$ cat config.mk
export PLATFORM = sky130hd
export DESIGN_NAME = inst_cache_dm
export DESIGN_NICKNAME = d
export VERILOG_FILES = /design/src/rtl/inst_cache_dm.sv
export SDC_FILE = /design/constraint.sdc
export NUM_CORES = 1
export LEC_CHECK = 0
export ABC_AREA = 1
export CAP_MARGIN = 20
export CORE_ASPECT_RATIO = 1.25
export CORE_MARGIN = 1
export CORE_UTILIZATION = 30
export CTS_CLUSTER_DIAMETER = 120
export DETAILED_ROUTE_END_ITERATION = 8
export GPL_TIMING_DRIVEN = 1
export HOLD_SLACK_MARGIN = 0.15
export MAX_ROUTING_LAYER = met4
export PLACE_DENSITY = 0.48
export REMOVE_ABC_BUFFERS = 1
export SLEW_MARGIN = 20
export SYNTH_ARGS = -nofsm -noshare
export SYNTH_HDL_FRONTEND = slang
export SYNTH_SLANG_ARGS = --single-unit
$ cat constraint.sdc
create_clock -name clk -period 4.7 [get_ports clk]
set_input_delay 0.94 -clock clk [delete_from_list [all_inputs] [get_ports clk]]
set_output_delay 0.94 -clock clk [all_outputs]
set_load 0.02 [all_outputs]
$ cat src/rtl/inst_cache_dm.sv
// ---------------------------------------------------------------------------
// inst_cache_dm
//   Direct-mapped instruction cache, one 32-bit word per line, placed between
//   the core's ROM fetch port and a variable-latency read bus (req/ack).
//   A hit returns the instruction in the same cycle. A miss stalls the core,
//   fetches the word over the bus and fills the line. A bus that never acks
//   is abandoned after TIMEOUT cycles: a NOP (0) is delivered and err_o pulses.
//
// Parameters
//   IDX_W    index bits, 2**IDX_W lines
//   TIMEOUT  request cycles without ack before the fetch is abandoned (>=2)
//
// Ports
//   clk         clock, all state on the rising edge
//   rst         asynchronous, active-low reset
//   cpu_ce_i    fetch enable from the core
//   cpu_addr_i  fetch byte address (bits [1:0] ignored)
//   cpu_inst_o  instruction to the core
//   stallreq_o  high while the current fetch is not served
//   flush_i     invalidate all lines (1-cycle pulse)
//   bus_req_o   bus read request, held until ack or timeout
//   bus_addr_o  word-aligned bus read address
//   bus_ack_i   bus read data valid
//   bus_data_i  bus read data
//   err_o       1-cycle pulse: fetch timed out, NOP delivered
//   miss_cnt_o  saturating miss counter
// ---------------------------------------------------------------------------
module inst_cache_dm #(
  parameter int IDX_W   = 4,
  parameter int TIMEOUT = 64
) (
  input  logic        clk,
  input  logic        rst,
  input  logic        cpu_ce_i,
  input  logic [31:0] cpu_addr_i,
  output logic [31:0] cpu_inst_o,
  output logic        stallreq_o,
  input  logic        flush_i,
  output logic        bus_req_o,
  output logic [31:0] bus_addr_o,
  input  logic        bus_ack_i,
  input  logic [31:0] bus_data_i,
  output logic        err_o,
  output logic [15:0] miss_cnt_o
);

  localparam int ENTRIES = 2 ** IDX_W;
  localparam int TAG_W   = 30 - IDX_W;
  localparam int CNT_W   = $clog2(TIMEOUT);

  localparam logic [1:0] S_IDLE = 2'd0;
  localparam logic [1:0] S_REQ  = 2'd1;
  localparam logic [1:0] S_ERR  = 2'd2;

  function automatic logic [15:0] sat_inc16(input logic [15:0] v);
    return (v == 16'hFFFF) ? v : v + 16'd1;
  endfunction

  logic [1:0]         state;
  logic [ENTRIES-1:0] valid;
  logic [TAG_W-1:0]   tag_mem  [ENTRIES];
  logic [31:0]        data_mem [ENTRIES];
  logic [29:0]        req_word;
  logic [CNT_W-1:0]   to_cnt;
  logic               drop;
  logic               byp_vld;
  logic [31:0]        byp_data;

  logic [IDX_W-1:0]   lk_idx;
  logic [TAG_W-1:0]   lk_tag;
  logic [IDX_W-1:0]   fill_idx;
  logic [TAG_W-1:0]   fill_tag;
  logic               line_hit;
  logic               byp_hit;
  logic               hit;
  logic               miss;
  logic               ack_in_req;
  logic               timed_out;
  logic               do_fill;
  logic               unused_addr_bits;

  assign unused_addr_bits = ^cpu_addr_i[1:0];

  assign lk_idx   = cpu_addr_i[IDX_W+1:2];
  assign lk_tag   = cpu_addr_i[31:IDX_W+2];
  assign fill_idx = req_word[IDX_W-1:0];
  assign fill_tag = req_word[29:IDX_W];

  // The word just returned by the bus is served straight from a holding
  // register for one cycle, so the stall ends even when a flush dropped the fill.
  assign line_hit = valid[lk_idx] && (tag_mem[lk_idx] == lk_tag);
  assign byp_hit  = byp_vld && (cpu_addr_i[31:2] == req_word);
  assign hit      = (state == S_IDLE) && cpu_ce_i && (line_hit || byp_hit);
  assign miss     = (state == S_IDLE) && cpu_ce_i && !(line_hit || byp_hit);

  // Ack beats a simultaneous timeout; flush beats a simultaneous ack.
  assign ack_in_req = (state == S_REQ) && bus_ack_i;
  assign timed_out  = (state == S_REQ) && !bus_ack_i && (to_cnt == CNT_W'(TIMEOUT - 1));
  assign do_fill    = ack_in_req && !drop && !flush_i;

  assign bus_addr_o = {req_word, 2'b00};

  always_comb begin
    cpu_inst_o = 32'h0;
    stallreq_o = 1'b0;
    if (cpu_ce_i) begin
      case (state)
        S_IDLE: begin
          if (hit) begin
            cpu_inst_o = byp_hit ? byp_data : data_mem[lk_idx];
          end else begin
            stallreq_o = 1'b1;
          end
        end
        S_REQ:   stallreq_o = 1'b1;
        default: ;
      endcase
    end
  end

  // Control state
  always_ff @(posedge clk or negedge rst) begin
    if (!rst) begin
      state      <= S_IDLE;
      valid      <= '0;
      bus_req_o  <= 1'b0;
      req_word   <= '0;
      err_o      <= 1'b0;
      miss_cnt_o <= 16'h0;
      to_cnt     <= '0;
      drop       <= 1'b0;
      byp_vld    <= 1'b0;
    end else begin
      err_o   <= 1'b0;
      byp_vld <= 1'b0;
      case (state)
        S_IDLE: begin
          if (miss) begin
            state      <= S_REQ;
            bus_req_o  <= 1'b1;
            req_word   <= cpu_addr_i[31:2];
            miss_cnt_o <= sat_inc16(miss_cnt_o);
            to_cnt     <= '0;
            drop       <= 1'b0;
          end
        end
        S_REQ: begin
          if (bus_ack_i) begin
            state     <= S_IDLE;
            bus_req_o <= 1'b0;
            to_cnt    <= '0;
            drop      <= 1'b0;
            byp_vld   <= 1'b1;
          end else if (timed_out) begin
            state     <= S_ERR;
            bus_req_o <= 1'b0;
            err_o     <= 1'b1;
            to_cnt    <= '0;
            drop      <= 1'b0;
          end else begin
            to_cnt <= to_cnt + CNT_W'(1);
            if (flush_i) drop <= 1'b1;
          end
        end
        S_ERR:   state <= S_IDLE;
        default: state <= S_IDLE;
      endcase

      if (flush_i) begin
        valid <= '0;
      end else if (do_fill) begin
        valid[fill_idx] <= 1'b1;
      end
    end
  end

  // Line storage and bypass data
  always_ff @(posedge clk) begin
    if (do_fill) begin
      tag_mem[fill_idx]  <= fill_tag;
      data_mem[fill_idx] <= bus_data_i;
    end
    if (ack_in_req) begin
      byp_data <= bus_data_i;
    end
  end

endmodule

==> metrics.yaml <==
sta:
  max_freq_ghz: 0.219
  report.final.setup_viol: 0
  finalMaxSlewViolations: 0
  maxSlewHeadroom: 0.440
  rsz0062_at_grt: "yes"
  setup_slack_ns: 0.142
  finalCriticalPeriod_ns: 4.56
  fin_skew_ns: 0.0481
  timing.final.crit_share: 0.970
  finalHoldViolations: 0
  tightest_slew_ns: 0.840
routing:
  drc_errors: 0
  vias_per_cell: 4.84
  drtPass1Iterations: 5
  wl_um: 131000
  drt-wirelength-per-cell_um: 21.6
  initialDrtViolationCount: 2083
  drt.antenna.violating_nets: 0
  dr_total_vias: 29300
synthesis:
  synth-async-reset-ratio: 0.0716
  synth_seq_cells: 1034
  synth_top_area_cell: "edfxtp_1"
  netlist_area_sq_mm: 0.0429
  synth_cell_types: 40
  syn_area_per_cell_sq_um: 11.5
  post_synth_main_area_contributors: "edfxtp_1 (67%), nand2_1 (8.7%), dfrtp_1 (4.3%)"
  synth-main-ff-cell: "edfxtp_1"
  yosysWarnings: 0
  synth_edf_count: 960
  syn_inst: 3720
  yosysSeqAreaShare: 0.715
  synth_top_area_share: 0.672
worst_setup_path:
  critPathLaunch: "cpu_addr_i[2]"
  critPathLaunchType: "primary input"
  cp-end-kind: "output port"
  reg2reg_depth: 15
  crit_arrival_ns: 3.62
  crit_type: "in2out"
  r2r_start: "req_word[0]"
  regToRegSetupSlack_ns: 1.69
  required_ns: 3.76
  critPathMaxFanout: 43
  worst_r2r_endpoint: "to_cnt[0]"
final_layout:
  drive_gt1_frac: 0.139
  n_fill_cell: 13900
  final_nets: 4168
  syn_to_final_growth_pct: 23.3
clocking:
  cts.clk_slew.worst_paths_ns: 0.06
  cts_tree: "done"
  clkLatencyLatePin_ns: 0.73
  cts_root_buf: "clkbuf_16"
  cts.htree.levels: 3
  numCtsBuffers: 103
  clock_path_buffers: 3
  cts_sinks: 1034
  holdBufCountCts: 0
grt:
  grt.overflow.total: 0
  grt_pass1_vias: 28700
  grt_pass1_wl_um: 191000
  grt_max_degree: 153
  antenna_found_initial: 7
  track_usage: 0.182
worst_hold_path:
  hold_path.class: "in2async"
die:
  rows: 154
  die_h_um: 425
  start_util: 0.303
  die-area_sq_mm: 0.145
  die_w_um: 340
  core-area_sq_mm: 0.141
  ios: 152
placed_design:
  hpwl_um: 76000
  dp_slack_ns: -0.518
  gp_congestion: 0.865
  port_buffers: 147
pwr:
  powerDensity_mw_per_mm2: 399
  p_leak_nw: 19.7
  total_power_w: 0.0211
  peakVddDrop_mv: 0.260
job:
  maxCapViolCount: 0
run_status:
  status: "finished clean"
## metrics by stage
stage / cells / utilization / hold WS (ns) / setup TNS (ns) / area (sq um)
floorplan: 3503 / - / 0.442 / -204.33 / 42000
global placement: 5846 / 0.347 / 0.462 / -14.98 / 49100
global route: 6058 / 0.374 / 0.275 / -0.0368 / 52900
finish: 6058 / 0.374 / 0.249 / 0 / 52900
CTS: 6041 / 0.372 / 0.227 / 0 / 52600
detailed placement: 5846 / 0.347 / 0.461 / -14.75 / 49100
## how the worst max path moves through the flow
stage | depth (start not counted) | slack, ns | endpoint
floorplan | 14 | -3.00 | cpu_inst_o[0]
global placement | 14 | -0.52 | cpu_inst_o[23]
detailed placement | 14 | -0.52 | cpu_inst_o[23]
CTS | 13 | 0.005 | cpu_inst_o[15]
global route | 20 | -0.02 | cpu_inst_o[28]
finish | 20 | 0.14 | cpu_inst_o[28]
## cell families after synthesis
kind of cell               count (synthesis)  share of synthesized area
DFF                                     1034                      0.715
and+or+nand+nor                         1593                      0.151
adders and majority gates                  2                   0.000583
other                                      1                  0.0000874
buffers and inverters                    426                     0.0401
xor gates and xnor gates                  25                    0.00510
AOI/OAI and AO/OA                        639                     0.0875
## cell usage after synthesis (2+ instances only)
library cell and n:
a211oi_1 27, a21oi_1 259, a221o_1 7, a221oi_1 25, a22oi_1 82, a32oi_1 7, buf_1 21, buf_2 56
buf_4 9, buf_6 2, clkbuf_1 130, dfrtp_1 74, edfxtp_1 960, ha_1 2, inv_1 202, inv_2 4
nand2_1 996, nand3_1 283, nand3b_1 6, nand4_1 19, nor2_1 250, nor3_1 14, nor4_1 8, o2111ai_1 3
o211ai_1 30, o21ai_0 117, o21ai_1 53, o22ai_1 28, or2_2 12, xnor2_1 9, xor2_1 16
## where the power goes
part	internal, W	leakage [nW]	switching, W
logic	0.000813	8.40	0.00155
clock network	0.00466	1.62	0.00356
registers	0.0104	9.65	0.000104
## layout make-up
| type | instances | area, sq um | share of cell area |
|---|---|---|---|
| Sequential cell | 1034 | 30700 | 0.580 |
| Multi-Input combinational cell | 2261 | 10800 | 0.203 |
| Timing Repair Buffer | 489 | 4980 | 0.0941 |
| Clock buffer | 136 | 2790 | 0.0526 |
| Tap cell | 1872 | 2340 | 0.0443 |
| Inverter | 208 | 821 | 0.0155 |
| Clock inverter | 55 | 532 | 0.0101 |
| Antenna cell | 3 | 7.51 | 0.000142 |
## sequential cells by signal, summed over array words and instances (netlist names), 2 cells and up
register	count
byp_data	32
valid	16
to_cnt	6
state	2
tag_mem	416
miss_cnt_o	16
req_word	30
data_mem	512
## what timing repair did
action                                  CTS  global route
gates cloned                              1             6
hold endpoints to repair                  0             0
resized for setup                        81            92
endpoints found under the setup margin   33            32
setup buffers                             3             8
pin swaps                                 5            11
## cells in the final DEF, fill, tap and decap left out, types with 6 or more instances in the layout
cell / netlist / layout
a211oi_1: 27 / 27
a21oi_1: 259 / 259
a221o_1: 7 / 7
a221oi_1: 25 / 25
a22oi_1: 82 / 82
a32oi_1: 7 / 7
buf_12: 0 / 64
buf_2: 56 / 7
buf_4: 9 / 265
buf_6: 2 / 8
bufinv_16: 0 / 9
clkbuf_1: 130 / 28
clkbuf_16: 0 / 112
clkbuf_2: 0 / 12
clkdlybuf4s50_1: 0 / 104
clkinv_1: 1 / 23
clkinv_2: 1 / 17
dfrtp_1: 74 / 74
edfxtp_1: 960 / 960
inv_1: 202 / 199
nand2_1: 996 / 991
nand3_1: 283 / 275
nand3_2: 1 / 8
nand3b_1: 6 / 6
nand4_1: 19 / 19
nor2_1: 250 / 229
nor2_4: 0 / 17
nor3_1: 14 / 14
o211ai_1: 30 / 30
o21ai_0: 117 / 108
o21ai_1: 53 / 57
o22ai_1: 28 / 27
or2_2: 12 / 12
xnor2_1: 9 / 8
xor2_1: 16 / 16
## per-layer routing
layer  part of all wire  track usage  vias up
li1                   -            -    13900
met1               0.43        0.227    14500
met2               0.50        0.300      645
met3              0.042       0.0277      190
met4              0.030       0.0641        0
met5                  0            -        -
## worst max-delay path, stage by stage
cell and delay, ns:
buf_12 0.14, inv_16 0.17, buf_12 0.23, nor2_1 0.06
nor2_1 0.09, o21ai_1 0.07, nand3_1 0.06, nand3_1 0.17
nand2_1 0.16, nand2_1 0.06, nand2_1 0.08, nor2_1 0.05
nand2_1 0.06, nor2_1 0.04, nand2_1 0.08, nor2_2 0.05
o21ai_4 0.41, buf_12 0.21, nor2_1 0.04, dlygate4sd2_1 0.31
Power figures use the tool's default switching activity.
